$ cat src/rtl/alu_execute_if.sv
// Request/response bundle between the decode stage and the execute stage.
interface alu_execute_if #(
  parameter int unsigned DATA_W = 6
);
  logic                  start;
  logic [2:0]            instruction;
  logic [DATA_W-1:0]     a;
  logic [DATA_W-1:0]     b;
  logic [2*DATA_W-1:0]   result;
  logic                  carry;
  logic                  zero;
  logic                  err;
  logic                  busy;
  logic                  done;

  modport master (
    output start, instruction, a, b,
    input  result, carry, zero, err, busy, done
  );

  modport slave (
    input  start, instruction, a, b,
    output result, carry, zero, err, busy, done
  );
endinterface

$ cat src/rtl/alu_execute.sv
// Multi-cycle ALU execute stage: single-cycle logic ops, shift-add MUL and
// restoring DIV. Define ALU_DIV_EN to build the divider; otherwise op 111 reports err.
module alu_execute #(
  parameter int unsigned DATA_W = 6
) (
  input  logic           clk,
  input  logic           rst_n,
  alu_execute_if.slave   bus
);
  localparam int unsigned RES_W = 2 * DATA_W;
  localparam int unsigned CNT_W = $clog2(DATA_W);

  localparam logic [2:0] S_IDLE = 3'd0;
  localparam logic [2:0] S_EXEC = 3'd1;
  localparam logic [2:0] S_MUL  = 3'd2;
`ifdef ALU_DIV_EN
  localparam logic [2:0] S_DIV  = 3'd3;
  localparam logic [2:0] OP_DIV = 3'b111;
`endif
  localparam logic [2:0] S_DONE = 3'd4;

  localparam logic [2:0] OP_ADD = 3'b000;
  localparam logic [2:0] OP_SUB = 3'b001;
  localparam logic [2:0] OP_AND = 3'b010;
  localparam logic [2:0] OP_OR  = 3'b011;
  localparam logic [2:0] OP_XOR = 3'b100;
  localparam logic [2:0] OP_NOT = 3'b101;
  localparam logic [2:0] OP_MUL = 3'b110;

  logic [2:0]        state_q,  state_d;
  logic [2:0]        op_q,     op_d;
  logic [DATA_W-1:0] a_q,      a_d;
  logic [DATA_W-1:0] b_q,      b_d;
  logic [CNT_W-1:0]  cnt_q,    cnt_d;
  logic [RES_W-1:0]  acc_q,    acc_d;
  logic [RES_W-1:0]  result_q, result_d;
  logic              carry_q,  carry_d;
  logic              zero_q,   zero_d;
  logic              err_q,    err_d;
  logic              busy_q,   busy_d;
  logic              done_q,   done_d;

  logic              wr_en;
  logic [RES_W-1:0]  res_w;
  logic              carry_w;
  logic              err_w;
  logic [DATA_W:0]   sum;
  logic [RES_W-1:0]  mul_step;

  assign sum      = (DATA_W+1)'(a_q) + (DATA_W+1)'(b_q);
  assign mul_step = acc_q + (b_q[cnt_q] ? (RES_W'(a_q) << cnt_q) : RES_W'(0));

`ifdef ALU_DIV_EN
  // One restoring step: acc holds {remainder, partial quotient}, dividend bits enter MSB first.
  logic [CNT_W-1:0]  div_idx;
  logic [DATA_W:0]   trial;
  logic              div_ge;
  logic [DATA_W-1:0] rem_n;
  logic [RES_W-1:0]  div_step;

  assign div_idx  = CNT_W'(DATA_W - 1) - cnt_q;
  assign trial    = {acc_q[RES_W-1:DATA_W], a_q[div_idx]};
  assign div_ge   = (trial >= {1'b0, b_q});
  assign rem_n    = div_ge ? DATA_W'(trial - {1'b0, b_q}) : trial[DATA_W-1:0];
  assign div_step = {rem_n, acc_q[DATA_W-2:0], div_ge};
`endif

  always_ff @(posedge clk or negedge rst_n) begin
    if (!rst_n) begin
      state_q  <= S_IDLE;
      op_q     <= '0;
      a_q      <= '0;
      b_q      <= '0;
      cnt_q    <= '0;
      acc_q    <= '0;
      result_q <= '0;
      carry_q  <= 1'b0;
      zero_q   <= 1'b0;
      err_q    <= 1'b0;
      busy_q   <= 1'b0;
      done_q   <= 1'b0;
    end else begin
      state_q  <= state_d;
      op_q     <= op_d;
      a_q      <= a_d;
      b_q      <= b_d;
      cnt_q    <= cnt_d;
      acc_q    <= acc_d;
      result_q <= result_d;
      carry_q  <= carry_d;
      zero_q   <= zero_d;
      err_q    <= err_d;
      busy_q   <= busy_d;
      done_q   <= done_d;
    end
  end

  always_comb begin
    state_d  = state_q;
    op_d     = op_q;
    a_d      = a_q;
    b_d      = b_q;
    cnt_d    = cnt_q;
    acc_d    = acc_q;
    result_d = result_q;
    carry_d  = carry_q;
    zero_d   = zero_q;
    err_d    = err_q;
    wr_en    = 1'b0;
    res_w    = '0;
    carry_w  = 1'b0;
    err_w    = 1'b0;

    case (state_q)
      S_IDLE: begin
        if (bus.start) begin
          op_d  = bus.instruction;
          a_d   = bus.a;
          b_d   = bus.b;
          cnt_d = '0;
          acc_d = '0;
          if (bus.instruction == OP_MUL) state_d = S_MUL;
`ifdef ALU_DIV_EN
          else if (bus.instruction == OP_DIV) state_d = S_DIV;
`endif
          else state_d = S_EXEC;
        end
      end
      S_EXEC: begin
        wr_en   = 1'b1;
        state_d = S_DONE;
        case (op_q)
          OP_ADD: begin
            res_w   = RES_W'(sum);
            carry_w = sum[DATA_W];
          end
          OP_SUB: begin
            res_w   = {{DATA_W{1'b0}}, a_q - b_q};
            carry_w = (a_q < b_q);
          end
          OP_AND:  res_w = {{DATA_W{1'b0}}, a_q & b_q};
          OP_OR:   res_w = {{DATA_W{1'b0}}, a_q | b_q};
          OP_XOR:  res_w = {{DATA_W{1'b0}}, a_q ^ b_q};
          OP_NOT:  res_w = {{DATA_W{1'b0}}, ~a_q};
          default: err_w = 1'b1;
        endcase
      end
      S_MUL: begin
        acc_d = mul_step;
        cnt_d = cnt_q + CNT_W'(1);
        if (cnt_q == CNT_W'(DATA_W - 1)) begin
          wr_en   = 1'b1;
          res_w   = mul_step;
          state_d = S_DONE;
        end
      end
`ifdef ALU_DIV_EN
      S_DIV: begin
        if (b_q == '0) begin
          wr_en   = 1'b1;
          res_w   = {a_q, {DATA_W{1'b1}}};
          err_w   = 1'b1;
          state_d = S_DONE;
        end else begin
          acc_d = div_step;
          cnt_d = cnt_q + CNT_W'(1);
          if (cnt_q == CNT_W'(DATA_W - 1)) begin
            wr_en   = 1'b1;
            res_w   = div_step;
            state_d = S_DONE;
          end
        end
      end
`endif
      S_DONE:  state_d = S_IDLE;
      default: state_d = S_IDLE;
    endcase

    // Result and flags change together, only on entry to DONE.
    if (wr_en) begin
      result_d = res_w;
      carry_d  = carry_w;
      err_d    = err_w;
      zero_d   = (res_w == '0);
    end

    busy_d = (state_d != S_IDLE);
    done_d = (state_d == S_DONE);
  end

  assign bus.result = result_q;
  assign bus.carry  = carry_q;
  assign bus.zero   = zero_q;
  assign bus.err    = err_q;
  assign bus.busy   = busy_q;
  assign bus.done   = done_q;
endmodule
$ cat src/flat_wrapper.sv
// flat-port wrapper written by rule: the top's interface ports become plain ports
module alu_execute_flat 
#(
  parameter int unsigned DATA_W = 6
)
  (clk, rst_n, bus_start, bus_instruction, bus_a, bus_b, bus_result, bus_carry, bus_zero, bus_err, bus_busy, bus_done);
  alu_execute_if #(.DATA_W(DATA_W)) bus_i ();
  input  logic clk;
  input  logic rst_n;
  input wire logic [$bits(bus_i.start)-1:0] bus_start;
  input wire logic [$bits(bus_i.instruction)-1:0] bus_instruction;
  input wire logic [$bits(bus_i.a)-1:0] bus_a;
  input wire logic [$bits(bus_i.b)-1:0] bus_b;
  output wire logic [$bits(bus_i.result)-1:0] bus_result;
  output wire logic [$bits(bus_i.carry)-1:0] bus_carry;
  output wire logic [$bits(bus_i.zero)-1:0] bus_zero;
  output wire logic [$bits(bus_i.err)-1:0] bus_err;
  output wire logic [$bits(bus_i.busy)-1:0] bus_busy;
  output wire logic [$bits(bus_i.done)-1:0] bus_done;
  assign bus_i.start = bus_start;
  assign bus_i.instruction = bus_instruction;
  assign bus_i.a = bus_a;
  assign bus_i.b = bus_b;
  assign bus_result = bus_i.result;
  assign bus_carry = bus_i.carry;
  assign bus_zero = bus_i.zero;
  assign bus_err = bus_i.err;
  assign bus_busy = bus_i.busy;
  assign bus_done = bus_i.done;
  alu_execute #(.DATA_W(DATA_W)) u_core (.clk(clk), .rst_n(rst_n), .bus(bus_i));
endmodule
$ cat config.mk
export PLATFORM = sky130hd
export DESIGN_NAME = alu_execute_flat
export DESIGN_NICKNAME = d
export VERILOG_FILES = /design/src/rtl/alu_execute_if.sv /design/src/rtl/alu_execute.sv /design/src/flat_wrapper.sv
export SDC_FILE = /design/constraint.sdc
export NUM_CORES = 1
export LEC_CHECK = 0
export CAP_MARGIN = 20
export CORE_MARGIN = 2
export CORE_UTILIZATION = 51
export CTS_CLUSTER_SIZE = 20
export DETAILED_ROUTE_END_ITERATION = 12
export PLACE_DENSITY = 0.72
export SYNTH_ARGS = -nofsm -noshare
export SYNTH_HDL_FRONTEND = slang
export SYNTH_SLANG_ARGS = --single-unit
$ cat constraint.sdc
create_clock -name clk -period 4.6 [get_ports clk]
set_input_delay 0.46 -clock clk [delete_from_list [all_inputs] [get_ports clk]]
set_output_delay 0.46 -clock clk [all_outputs]
set_load 0.005 [all_outputs]
# Word-level counts from Yosys, hierarchy flattened
# Index checks and enable logic that the tools add are counted.
[totals]
ff_bits = 50
input_bits = 18
out_inout_bits = 17
wordCells = 62
[op_classes]
add_sub_neg = 4
magnitude_cmp = 2
n_eq_ne = 11
n_shift = 1
mux = 20
bitwise = 4
reduce_logical = 8
[ops]
columns = ["cell", "n"]
rows = [
  ["$pmux 12 s2", 2],
  ["$pmux 7 s6", 1],
  ["$mux 12", 3],
  ["$eq 3x3->1 const B", 5],
  ["$add 12x12->12", 1],
  ["$logic_not 12->1", 1],
  ["$shl 6x3->12", 1],
  ["$eq 3x2->1 const B", 3],
  ["$mux 3", 3],
  ["$pmux 3 s3", 1],
  ["$add 6x6->7", 1],
  ["$and 6x6->6", 1],
  ["$eq 3x1->1 const B", 2],
  ["$logic_not 3->1", 2],
  ["$lt 6x6->1", 1],
  ["$not 6->6", 1],
  ["$or 6x6->6", 1],
  ["$pmux 3 s2", 1],
  ["$reduce_or 6->1", 1],
  ["$sub 6x6->6", 1],
  ["$xor 6x6->6", 1],
  ["$mux 1", 5],
  ["$lt 3x4->1 const B", 1],
  ["$pmux 1 s2", 2],
  ["7 further kinds", 8],
]

# Depth between registers and ports, before layout
[logic_depth]
ltp_word = 7
ltp_mapped = 16

# Least setup slack after synthesis
# No wires, ideal clock.
[synth_timing]
kind = "reg-to-reg"
startpoint = "reg u_core.cnt_q[0]"
endpoint = "reg u_core.result_q[11], in the netlist u_core.bus.result[11]"
setup_ns = 0.121
arrival_time_ns = 3.233
path_slack_ns = 1.246
stages_incl_launch_ff = 15
period_less_slack_ns = 3.354
path_cell_list = "dfrtp_1 clkbuf_1 mux4_2 nand2_1 o31a_1 nor2_1 ha_1 a21oi_1 o21ai_0 o21a_1 o31a_1 o21ai_1 nand2_1 xnor2_1 a22o_1"
[synth_via]
elab_chain_len = 6
word_cells_on_any_way = 10
[synth_lines]
columns = ["item", "line", "rtl"]
rows = [
  ["from (decl)", "alu_execute.sv:34", "logic [CNT_W-1:0] cnt_q, cnt_d;"],
  ["from (signal assigned)", "alu_execute.sv:87", "cnt_q <= cnt_d;"],
  ["$bmux 1 s3", "alu_execute.sv:51", "assign mul_step = acc_q + (b_q[cnt_q] ? (RES_W'(a_q) << cnt_q) : RES_W'(0));"],
  ["$mux 1 (implied by the code)", "alu_execute.sv:51", ""],
  ["$mux 12", "alu_execute.sv:51", ""],
  ["$add 12x12->12", "alu_execute.sv:51", ""],
  ["$mux 12", "alu_execute.sv:151", "if (cnt_q == CNT_W'(DATA_W - 1)) begin"],
  ["$pmux 12 s2", "alu_execute.sv:114", "case (state_q)"],
  ["to (signal assigned)", "alu_execute.sv:89", "result_q <= result_d;"],
  ["to (decl)", "alu_execute.sv:36", "logic [RES_W-1:0] result_q, result_d;"],
]
# Several ways; a longest one is shown, not always the timed one. The select of a mux whose other input is x is not followed.
# A chain may end at the register's enable or synchronous reset.

# Worst setup path in the final report
[layout_timing]
startpoint = "reg u_core.cnt_q[0]"
endpoint = "reg u_core.zero_q, in the netlist u_core.bus.zero"
[layout_via]
elab_chain_len = 7
word_cells_on_any_way = 11
[layout_lines]
columns = ["item", "line", "rtl"]
rows = [
  ["$bmux 1 s3", "alu_execute.sv:51", ""],
  ["$mux 1 (implied by the code)", "alu_execute.sv:51", ""],
  ["$mux 12", "alu_execute.sv:51", ""],
  ["$add 12x12->12", "alu_execute.sv:51", ""],
  ["$mux 12", "alu_execute.sv:151", ""],
  ["$pmux 12 s2", "alu_execute.sv:114", ""],
  ["$logic_not 12->1", "alu_execute.sv:184", "zero_d = (res_w == '0);"],
  ["to (signal assigned)", "alu_execute.sv:91", "zero_q <= zero_d;"],
  ["to (decl)", "alu_execute.sv:38", "logic zero_q, zero_d;"],
]
# Several ways; a longest one is shown, not always the timed one. The select of a mux whose other input is x is not followed.

==> reports/qor.txt <==
Total Die Area: 8020 um2
Post-DP Area: 4110 um2
RSZ-0062 raised after global routing: no
FF+latch count, synth: 50
HP Class: in2async
CTS tree: built
Syn-to-layout area delta: 13.5%
ranking of synthesized cells by area: dfrtp_1 34%, ha_1 11%, nand2_1 5.8%
Final Cycle Share: 80.7%
# diodes: 0
Worst Path Required: 4790 ps
Residual DRC: 0
critical path launch point type: register
CP Class: reg2reg
worst-margin pin slew: 864 ps
RR Endpoint: u_core.bus.zero
setup violators final: 0
sequential standard cell area: 1250 um2
relative slew slack: 42.4%
drt wl/cell: 16.3 um
critical path endpoint category: register
pin count of the biggest net entering global routing: 51
final core utilization: 59.1%
later-pin clock latency in the skew report: 310 ps
Ys Warns: 0
Slew Limit Fails: 0
drt pass-1 iters: 4
Final Hold Viols: 0
H-Tree Level Count: 2
register area share after synthesis: 33.5%
DR iter-0 viols: 201
CTS sink count: 50
Worst Skew: 11.8 ps
post_cts resized: 0
Yosys top cell by area: dfrtp_1
Tmin final: 3710 ps
Cell Rows: 31
most used standard cell by instance count after synthesis: nand2_1
r2r startpoint: u_core.cnt_q[0]
Post-CTS Setup Bufs: 0
CTS Hold Bufs: 0
multi-input logic area: 2270 um2
clk slew on worst S/H paths: 100 ps
CTS Root Cell: clkbuf_8
die height: 89.6 um
Synth Flop Type: dfrtp_1
Filler cells: 650
clk buf depth: 2
die width: 89.6 um
Pwr Density: 606 nW/um2
count of input and output buffers: 34
IR drop worst, VDD: 0.370 mV
Synth async-reset ratio: 100%
grt total ovfl: 0
Vias per Instance: 5.82
Netlist Area Pre-Place: 3730 um2
io pins: 35
Pleak: 0.00189 uW
Distinct cells, synth: 69
share of cells above drive strength 1: 6.64%
Post-synth top cells: 58 x nand2_1, 50 x dfrtp_1, 37 x o21ai_0
final setup TNS: 0 ps
Initial Utilization: 52.0%
Max FO, Critical Path: 20
Final Cell Area: 4240 um2
initial antenna violation count: 0
GRT Total Usage: 24.4%
CTS buffer count: 5
total core area: 7180 um2
outcome: finished clean
number of global-route vias before repair: 3,059
number of synthesized flops with an enable pin: 0
Synthesized Nets: 483
Post-Syn Instances: 429
Critical Path AT: 3900 ps
Max Cap Violations: 0
Worst Setup SP: u_core.cnt_q[0]
reg2reg path depth: 13
routed via count: 3,208
f_max: 269 MHz
reg-to-reg slack, setup: 890 ps
Final Wtd Congestion: 0.896
drt total wl: 8960 um
HPWL after detailed placement: 6720 um
Antenna Nets Post-Route: 0
first-pass GRT wire length: 15,100 um
Mean Syn Cell Area: 8.71 um2
Final #Nets: 505
share of the synthesized area in the top cell type: 33.5%
-- critical path, cell delays in order (launching register included) --
cell and delay (ps):
dfrtp_1 750, mux4_2 610, nand2_1 150, o31a_1 250, nor2_1 80, ha_1 340
a21oi_1 140, o21ai_0 120, o21a_1 240, o31a_1 280, a211oi_1 360, a21oi_1 80
o211ai_1 110, a22oi_2 70
-- cell type report --
class | count | area share [%]
inverters | 28 | 2.48
clock inverters | 3 | 1.15
clock buffers | 5 | 1.62
repair buffers | 38 | 8.71
well taps | 99 | 2.92
multi-input cells | 328 | 53.6
flip-flops and latches | 50 | 29.5
-- power breakdown --
part / total, uW / switching (uW) / leakage (uW) / internal [uW]
Sequential: 800 / 232 / 0.000654 / 568
Clock: 332 / 166 / 0.0000563 / 166
Combinational: 1440 / 811 / 0.00117 / 626
Total: 2570 / 1210 / 0.00189 / 1360
-- cells in the final DEF (no fill, tap or decap), types with 3 or more instances in the layout --
| cell type | instances |
|---|---|
| nand2_1 | 58 |
| dfrtp_1 | 50 |
| o21ai_0 | 37 |
| ha_1 | 33 |
| clkdlybuf4s50_1 | 33 |
| a21oi_1 | 28 |
| inv_1 | 27 |
| nor2_1 | 19 |
| nand3_1 | 9 |
| a22o_1 | 9 |
| mux2i_1 | 8 |
| nor2b_1 | 8 |
| nor3_1 | 7 |
| a211oi_1 | 7 |
| a21o_1 | 7 |
| nand2b_1 | 6 |
| xnor2_1 | 6 |
| o22ai_1 | 5 |
| clkbuf_8 | 5 |
| a31oi_1 | 4 |
| nor4_1 | 4 |
| o211ai_1 | 4 |
| o31ai_1 | 4 |
| o31a_1 | 3 |
| and2_1 | 3 |
| nand4_1 | 3 |
| o2bb2ai_1 | 3 |
| fa_1 | 3 |
| buf_4 | 3 |
-- logic make-up (layout without fill, tap and decap cells) --
| logic type | count (synthesis) | count (layout) | share of synthesized area, % |
|---|---|---|---|
| AND/OR/NAND/NOR | 140 | 140 | 19.2 |
| AO/OA/AOI/OAI | 132 | 132 | 23.1 |
| buffers and inverters | 51 | 74 | 5.86 |
| flip-flops | 50 | 50 | 33.5 |
| adder cells (fa/ha/maj) | 36 | 36 | 12.7 |
| multiplexers | 12 | 12 | 3.75 |
| XOR/XNOR | 8 | 8 | 1.88 |
-- metal layers --
layer,vias up,wire length [um],track usage [%]
met5,-,0,0
met4,0,153,7.06
met3,13,315,3.66
met2,73,4240,39.5
met1,1540,4250,34.0
li1,1582,-,-
-- state kept, by name (all words and copies together), names as in the netlist, 3 cells and up --
signal             flops
u_core.a_q             6
u_core.acc_q          12
u_core.b_q             6
u_core.bus.result     12
u_core.cnt_q           3
u_core.op_q            3
u_core.state_q         3
-- per-stage QoR --
step / setup slack, ps / hold WS [ps] / std cells / total power, uW
final: 889 / 237 / 551 / 2570
after global placement: 1060 / 452 / 542 / 2200
after CTS: 915 / 276 / 550 / 2560
after detailed placement: 939 / 455 / 542 / 2220
after global routing: 613 / 307 / 551 / 2780
after floorplan: 1250 / 164 / 429 / 1820
-- how the worst max path moves through the flow --
| stage | to | cells past startpoint |
|---|---|---|
| after floorplan | u_core.bus.result[11] | 14 |
| after global placement | u_core.bus.result[11] | 13 |
| after detailed placement | u_core.bus.result[11] | 13 |
| after CTS | u_core.bus.result[11] | 13 |
| after global routing | u_core.bus.zero | 13 |
| final | u_core.bus.zero | 13 |
Note: power is estimated with default switching activity, not from simulation.
